## src/rtl/clause_prog_ctrl_if.sv

```systemverilog
// Clause descriptor handshake between a host and clause_prog_ctrl.
//   valid/ready : descriptor transfer on an edge where both are high
//   col         : target clause column
//   vl / vr     : left/right variable index
//   sl / sr     : left/right literal sign
//   si          : clause SI bit
interface clause_prog_ctrl_if #(
    parameter int unsigned CW = 4
);
    logic          valid;
    logic          ready;
    logic [CW-1:0] col;
    logic [5:0]    vl;
    logic [5:0]    vr;
    logic          sl;
    logic          sr;
    logic          si;

    modport master (output valid, col, vl, vr, sl, sr, si, input ready);
    modport slave  (input valid, col, vl, vr, sl, sr, si, output ready);
endinterface

```

## src/rtl/clause_prog_ctrl.sv

```systemverilog
// Programming sequencer for a bank of clause columns. Each accepted descriptor
// drives the addressed column through CLR, WRL, (WRR), SGN on the shared bus.
// The block also owns the global programming-mode signal.
//   clk_i, rst_ni  : clock, asynchronous active-low reset
//   prog_mode_i    : host request for programming mode
//   cmd_if         : descriptor handshake (slave side)
//   wl_sw_o        : per-row word-line enables
//   wl_sign_o      : sign-register word line
//   bl_en_o        : one-hot column select
//   bl_si/sl/sr_o  : bit-line data
//   sram_state_o   : programming mode broadcast
//   busy_o         : sequence in progress
//   err_o          : one-cycle pulse on a rejected descriptor
//   prog_cnt_o     : saturating count of programmed clauses
module clause_prog_ctrl #(
    parameter int unsigned NCOL = 16,
    parameter int unsigned CW   = 4,
    parameter int unsigned NV   = 60
) (
    input  logic                clk_i,
    input  logic                rst_ni,
    input  logic                prog_mode_i,
    clause_prog_ctrl_if.slave   cmd_if,
    output logic [NV-1:0]       wl_sw_o,
    output logic                wl_sign_o,
    output logic [NCOL-1:0]     bl_en_o,
    output logic                bl_si_o,
    output logic                bl_sl_o,
    output logic                bl_sr_o,
    output logic                sram_state_o,
    output logic                busy_o,
    output logic                err_o,
    output logic [15:0]         prog_cnt_o
);

    typedef enum logic [2:0] {StIdle, StClr, StWrl, StWrr, StSgn} state_e;

    localparam logic [6:0]  NvLim   = NV[6:0];
    localparam logic [CW:0] NcolLim = NCOL[CW:0];

    state_e        state_q;
    logic [CW-1:0] col_q;
    logic [5:0]    vl_q;
    logic [5:0]    vr_q;
    logic          sl_q;
    logic          sr_q;
    logic          si_q;
    logic          sram_q;
    logic          err_q;
    logic [15:0]   cnt_q;

    logic accept;
    logic bad_cmd;

    assign cmd_if.ready = (state_q == StIdle) & sram_q;
    assign accept       = cmd_if.valid & cmd_if.ready;
    assign bad_cmd      = ({1'b0, cmd_if.vl} >= NvLim) | ({1'b0, cmd_if.vr} >= NvLim) |
                          ({1'b0, cmd_if.col} >= NcolLim);

    always_ff @(posedge clk_i or negedge rst_ni) begin
        if (!rst_ni) begin
            state_q <= StIdle;
            col_q   <= '0;
            vl_q    <= '0;
            vr_q    <= '0;
            sl_q    <= 1'b0;
            sr_q    <= 1'b0;
            si_q    <= 1'b0;
            sram_q  <= 1'b0;
            err_q   <= 1'b0;
            cnt_q   <= '0;
        end else begin
            err_q <= 1'b0;
            unique case (state_q)
                StIdle: begin
                    // Mode changes only take effect between sequences.
                    sram_q <= prog_mode_i;
                    if (accept) begin
                        if (bad_cmd) begin
                            err_q <= 1'b1;
                        end else begin
                            col_q   <= cmd_if.col;
                            vl_q    <= cmd_if.vl;
                            vr_q    <= cmd_if.vr;
                            sl_q    <= cmd_if.sl;
                            sr_q    <= cmd_if.sr;
                            si_q    <= cmd_if.si;
                            state_q <= StClr;
                        end
                    end
                end
                StClr: state_q <= StWrl;
                // Both literals on one row are written together in WRL.
                StWrl: state_q <= (vl_q == vr_q) ? StSgn : StWrr;
                StWrr: state_q <= StSgn;
                StSgn: begin
                    state_q <= StIdle;
                    if (cnt_q != 16'hFFFF) begin
                        cnt_q <= cnt_q + 16'd1;
                    end
                end
                default: state_q <= StIdle;
            endcase
        end
    end

    always_comb begin
        wl_sw_o   = '0;
        wl_sign_o = 1'b0;
        bl_en_o   = '0;
        bl_si_o   = 1'b0;
        bl_sl_o   = 1'b0;
        bl_sr_o   = 1'b0;
        unique case (state_q)
            StIdle: ;
            StClr: begin
                bl_en_o = {{(NCOL-1){1'b0}}, 1'b1} << col_q;
                wl_sw_o = '1;
            end
            StWrl: begin
                bl_en_o = {{(NCOL-1){1'b0}}, 1'b1} << col_q;
                wl_sw_o = {{(NV-1){1'b0}}, 1'b1} << vl_q;
                bl_sl_o = 1'b1;
                bl_sr_o = (vl_q == vr_q);
            end
            StWrr: begin
                bl_en_o = {{(NCOL-1){1'b0}}, 1'b1} << col_q;
                wl_sw_o = {{(NV-1){1'b0}}, 1'b1} << vr_q;
                bl_sr_o = 1'b1;
            end
            StSgn: begin
                bl_en_o   = {{(NCOL-1){1'b0}}, 1'b1} << col_q;
                wl_sign_o = 1'b1;
                bl_si_o   = si_q;
                bl_sl_o   = sl_q;
                bl_sr_o   = sr_q;
            end
            default: ;
        endcase
    end

    assign sram_state_o = sram_q;
    assign busy_o       = (state_q != StIdle);
    assign err_o        = err_q;
    assign prog_cnt_o   = cnt_q;

endmodule

```

## src/flat_wrapper.sv

```systemverilog
// flat-port wrapper written by rule: the top's interface ports become plain ports
module clause_prog_ctrl_flat 
#(
    parameter int unsigned NCOL = 16,
    parameter int unsigned CW   = 4,
    parameter int unsigned NV   = 60
)
  (clk_i, rst_ni, prog_mode_i, wl_sw_o, wl_sign_o, bl_en_o, bl_si_o, bl_sl_o, bl_sr_o, sram_state_o, busy_o, err_o, prog_cnt_o, cmd_if_valid, cmd_if_col, cmd_if_vl, cmd_if_vr, cmd_if_sl, cmd_if_sr, cmd_if_si, cmd_if_ready);
  clause_prog_ctrl_if #(.CW(CW)) cmd_if_i ();
  input  logic clk_i;
  input  logic rst_ni;
  input  logic prog_mode_i;
  output logic [NV-1:0] wl_sw_o;
  output logic wl_sign_o;
  output logic [NCOL-1:0] bl_en_o;
  output logic bl_si_o;
  output logic bl_sl_o;
  output logic bl_sr_o;
  output logic sram_state_o;
  output logic busy_o;
  output logic err_o;
  output logic [15:0] prog_cnt_o;
  input wire logic [$bits(cmd_if_i.valid)-1:0] cmd_if_valid;
  input wire logic [$bits(cmd_if_i.col)-1:0] cmd_if_col;
  input wire logic [$bits(cmd_if_i.vl)-1:0] cmd_if_vl;
  input wire logic [$bits(cmd_if_i.vr)-1:0] cmd_if_vr;
  input wire logic [$bits(cmd_if_i.sl)-1:0] cmd_if_sl;
  input wire logic [$bits(cmd_if_i.sr)-1:0] cmd_if_sr;
  input wire logic [$bits(cmd_if_i.si)-1:0] cmd_if_si;
  output wire logic [$bits(cmd_if_i.ready)-1:0] cmd_if_ready;
  assign cmd_if_i.valid = cmd_if_valid;
  assign cmd_if_i.col = cmd_if_col;
  assign cmd_if_i.vl = cmd_if_vl;
  assign cmd_if_i.vr = cmd_if_vr;
  assign cmd_if_i.sl = cmd_if_sl;
  assign cmd_if_i.sr = cmd_if_sr;
  assign cmd_if_i.si = cmd_if_si;
  assign cmd_if_ready = cmd_if_i.ready;
  clause_prog_ctrl #(.NCOL(NCOL), .CW(CW), .NV(NV)) u_core (.clk_i(clk_i), .rst_ni(rst_ni), .prog_mode_i(prog_mode_i), .cmd_if(cmd_if_i), .wl_sw_o(wl_sw_o), .wl_sign_o(wl_sign_o), .bl_en_o(bl_en_o), .bl_si_o(bl_si_o), .bl_sl_o(bl_sl_o), .bl_sr_o(bl_sr_o), .sram_state_o(sram_state_o), .busy_o(busy_o), .err_o(err_o), .prog_cnt_o(prog_cnt_o));
endmodule
```

## config.mk

```make
export PLATFORM = sky130hd
export DESIGN_NAME = clause_prog_ctrl_flat
export DESIGN_NICKNAME = d
export VERILOG_FILES = /design/src/rtl/clause_prog_ctrl_if.sv /design/src/rtl/clause_prog_ctrl.sv /design/src/flat_wrapper.sv
export SDC_FILE = /design/constraint.sdc
export NUM_CORES = 1
export LEC_CHECK = 0
export CORE_MARGIN = 4
export CORE_UTILIZATION = 43
export CTS_CLUSTER_DIAMETER = 60
export DETAILED_ROUTE_END_ITERATION = 7
export PLACE_DENSITY = 0.88
export RECOVER_POWER = 25
export SLEW_MARGIN = 0
export SYNTH_ARGS = -nofsm -noshare
export SYNTH_HDL_FRONTEND = slang
export SYNTH_SLANG_ARGS = --single-unit
```

## constraint.sdc

```tcl
create_clock -name clk_i -period 2.3 [get_ports clk_i]
set_input_delay 0.575 -clock clk_i [delete_from_list [all_inputs] [get_ports clk_i]]
set_output_delay 0.575 -clock clk_i [all_outputs]
set_load 0.01 [all_outputs]
```

==> metrics <==
outcome=finished with violations; failing checks=setup timing; Switching Share=between 40% and 50%; R2R cell count=10; Via Count=approximately 3600; Worst EP required=1.73 ns; syn_area_per_cell=~9.0 um2; Routed WL=roughly 13000 um; endpoints failing hold=0; largest net degree at the start of global routing=31; post-route cell area=~0.0054 mm2; Setup WS post-layout=-0.2826 ns; root buf cell=clkbuf_8; Critical Path Start Type=flip-flop; Syn Inst Count=318; Max Clk Rate=0.3872 GHz; clock skew=~0.0070 ns; CP Class=reg2out; nets@finish=545; RSZ-0062 raised after global routing=true; ANT nets after route=0; DRC Markers=0; gr usage total=approximately 28%; clk sink count=40; Num CTS Buffers=5; row count=29; CTS tree=built; FF+latch count, synth=40; post-DP HPWL=7025 um; synthesized area=about 0.0029 mm2; DR WL/cell=about 22 um; total chip power=7.560 mW; initial DRC count=about 220; Core Region=about 0.0064 mm2; Filler Cells Inserted=312; Setup TNS Final=-11.92 ns; H-tree level count=2; sw power=~3.5 mW; Reg power frac=~18%; Final period util=112.3%; RePlAce Congestion=roughly 0.95; HP Class=reg2reg; dominant synthesized flop cell=dfrtp_1; sequential fraction of the synthesis area=35.07%; Chip Height=around 89 um; Leakage=between 2 and 3 nW; area delta synth->final=88.12%; initial antenna violation count=0; Setup-failing EPs final=80; fin util=84.07%; max_slew headroom=15.70%; IO Pins=between 100 and 150; Tmin final=roughly 2.6 ns; DRT Pass-1 Iters=7; clk slew on worst S/H paths=around 0.08 ns; Gate power share=about three quarters; critical path arrival=2.01 ns; DIE AREA=about 0.0080 mm2; P per Cell Area=about 1400 mW/mm2; share of layout cells above drive strength 1=around three fifths; Synth async-reset ratio=between 90% and 100%; Antenna Cells=0; Slew @ Worst Pin=between 1 and 1.5 ns; maximum VDD drop=~0.0011 V; starting density of the core=44.69%; DR vias/cell=a little over 6; Post-synth EDFFs=0; vias in the first global route=3418; Syn Nets=approximately 340; dpl cell area=around 0.0044 mm2; Post-CTS Hold Buffers=0; Die X=89.47 um; hold path cells=1; first-pass GRT wire length=17080 um; clock power share=around 9%; yosys warns=0; Max Cap Viol=0; count of buffers from port buffering=between 100 and 150; max-slew violation count=0; clock latency on the worst-skew pair=approximately 0.30 ns; smallest hold slack=0.5100 ns; crit-path max FO=7; Internal Pwr Total=just over 4 mW; GRT Residual Overflow=0; Yosys cell types=50; CP Capture Type=primary output; Bufs on Longest Clock Path=2
timing repair:
action	4_1_cts	5_1_grt
pin swaps	24	20
resized for setup	426	89
setup buffers	32	15
setup endpoints to repair	82	80
cloned	5	2
sequential cells by signal, summed over array words and instances, names as in the netlist:
register,cells
u_core.si_q,1
u_core.sram_state_o,1
u_core.sr_q,1
u_core.sl_q,1
u_core.state_q,3
u_core.vr_q,6
u_core.vl_q,6
u_core.err_o,1
u_core.col_q,4
u_core.prog_cnt_o,16
worst max-delay path, cell delays in order (launching register included):
cell and delay (ns):
dfrtp_1 0.43, nand3b_4 0.22, buf_8 0.17, nor4_4 0.28, a31oi_4 0.10, o21ai_2 0.30, buf_2 0.20
cells by family (layout without fill, tap and decap cells):
logic type / count (synthesis) / in the layout / synth area share (%)
buffers and inverters: 26 / 228 / 4.603
DFF: 40 / 40 / 35.07
adders and majority gates: 1 / 1 / 0.4383
muxes: 25 / 25 / 12.23
AOI/OAI and AO/OA: 91 / 91 / 17.71
and+or+nand+nor: 115 / 116 / 23.81
xor gates and xnor gates: 20 / 20 / 6.138
layer usage:
layer | up-vias | global-route usage (%) | part of all wire, %
met2 | 248 | 50.50 | 51
li1 | 1568 | - | -
met5 | - | 0 | 0
met4 | 0 | 14.21 | 5.1
met1 | 1751 | 30.52 | 35
met3 | 62 | 4.332 | 9.0
area by class of cell:
class | instances | area, um2 | area share, %
flip-flops and latches | 40 | 1007 | 18.76
well taps | 77 | 96.34 | 1.794
inverters | 2 | 7.507 | 0.1398
repair buffers | 219 | 1787 | 33.28
multi-input cells | 253 | 2342 | 43.63
clock inverters | 2 | 60.06 | 1.119
clock buffers | 5 | 68.82 | 1.282
power by group through the flow:
stage / Sequential (mW) / Clock, mW / Combinational [mW]
final: 1.33 / 0.678 / 5.55
after global routing: 1.36 / 0.712 / 5.82
after CTS: 1.25 / 0.681 / 4.50
after detailed placement: 1.20 / 0 / 4.01
after global placement: 1.19 / 0 / 3.91
after floorplan: 1.18 / 0 / 1.95
placed cells by master (no fill, tap or decap), types with 3 or more instances in the layout:
| master | netlist | layout |
|---|---|---|
| and2_1 | 6 | 5 |
| and3_1 | 6 | 4 |
| o21ai_1 | 25 | 31 |
| o21ai_2 | 1 | 24 |
| xnor2_1 | 14 | 13 |
| nand3_1 | 8 | 4 |
| nand2b_4 | 1 | 7 |
| nand4_1 | 6 | 6 |
| mux2_4 | 19 | 21 |
| dfrtp_2 | 0 | 5 |
| a31oi_4 | 0 | 4 |
| clkbuf_8 | 0 | 5 |
| nand3_4 | 0 | 4 |
| buf_12 | 0 | 7 |
| dfrtp_1 | 40 | 35 |
| nor4_4 | 0 | 4 |
| nor2_2 | 0 | 6 |
| nand2b_1 | 12 | 5 |
| nor3_4 | 1 | 5 |
| nand2_1 | 15 | 14 |
| and4_1 | 3 | 3 |
| a21oi_1 | 8 | 3 |
| buf_6 | 3 | 26 |
| o21ai_0 | 34 | 4 |
| mux2i_4 | 0 | 3 |
| nor2_1 | 22 | 15 |
| xor2_1 | 6 | 6 |
| buf_4 | 1 | 59 |
| buf_2 | 6 | 77 |
| a31oi_2 | 0 | 4 |
| o211ai_1 | 3 | 3 |
| clkdlybuf4s50_1 | 0 | 39 |
| a21oi_2 | 0 | 4 |
| nor3_2 | 0 | 7 |
cell usage after synthesis (3+ instances only):
cell | number | area, um2
mux2_4 | 19 | 285.3
a31oi_1 | 10 | 62.56
nand2b_1 | 12 | 75.07
nor2b_1 | 4 | 25.02
xnor2_1 | 14 | 122.6
dfrtp_1 | 40 | 1001
buf_2 | 6 | 30.03
o31ai_1 | 3 | 22.52
nor3_1 | 11 | 55.05
and3_1 | 6 | 37.54
buf_6 | 3 | 33.78
and2_1 | 6 | 37.54
o21ai_1 | 25 | 125.1
nand4_1 | 6 | 37.54
mux2i_1 | 3 | 30.03
xor2_1 | 6 | 52.55
a21oi_1 | 8 | 40.04
mux2_1 | 3 | 33.78
o21ai_0 | 34 | 170.2
and4_1 | 3 | 26.28
o211ai_1 | 3 | 22.52
nand2_1 | 15 | 56.30
clkbuf_1 | 13 | 48.80
nand3_1 | 8 | 40.04
nor2_1 | 22 | 82.58
nor4_1 | 5 | 31.28
worst paths after layout:
kind,from,end,slack (ns)
max in group asynchronous,rst_ni,u_core.sram_state_o,0.78
worst max-delay path,u_core.state_q[2],wl_sw_o[33],-0.28
worst min register to register,u_core.prog_cnt_o[15],u_core.prog_cnt_o[15],0.51
worst min-delay path,u_core.prog_cnt_o[15],u_core.prog_cnt_o[15],0.51
min in group asynchronous,rst_ni,u_core.prog_cnt_o[7],0.53
worst max register to register,u_core.state_q[0],u_core.prog_cnt_o[15],0.09
stage by stage:
step,setup WS (ns),instances
after global placement,-0.2600,538
final,-0.2826,598
after detailed placement,-0.3421,538
after CTS,-0.1562,582
after floorplan,0.2184,318
after global routing,-0.3382,598
Note: power is estimated with default switching activity, not from simulation.
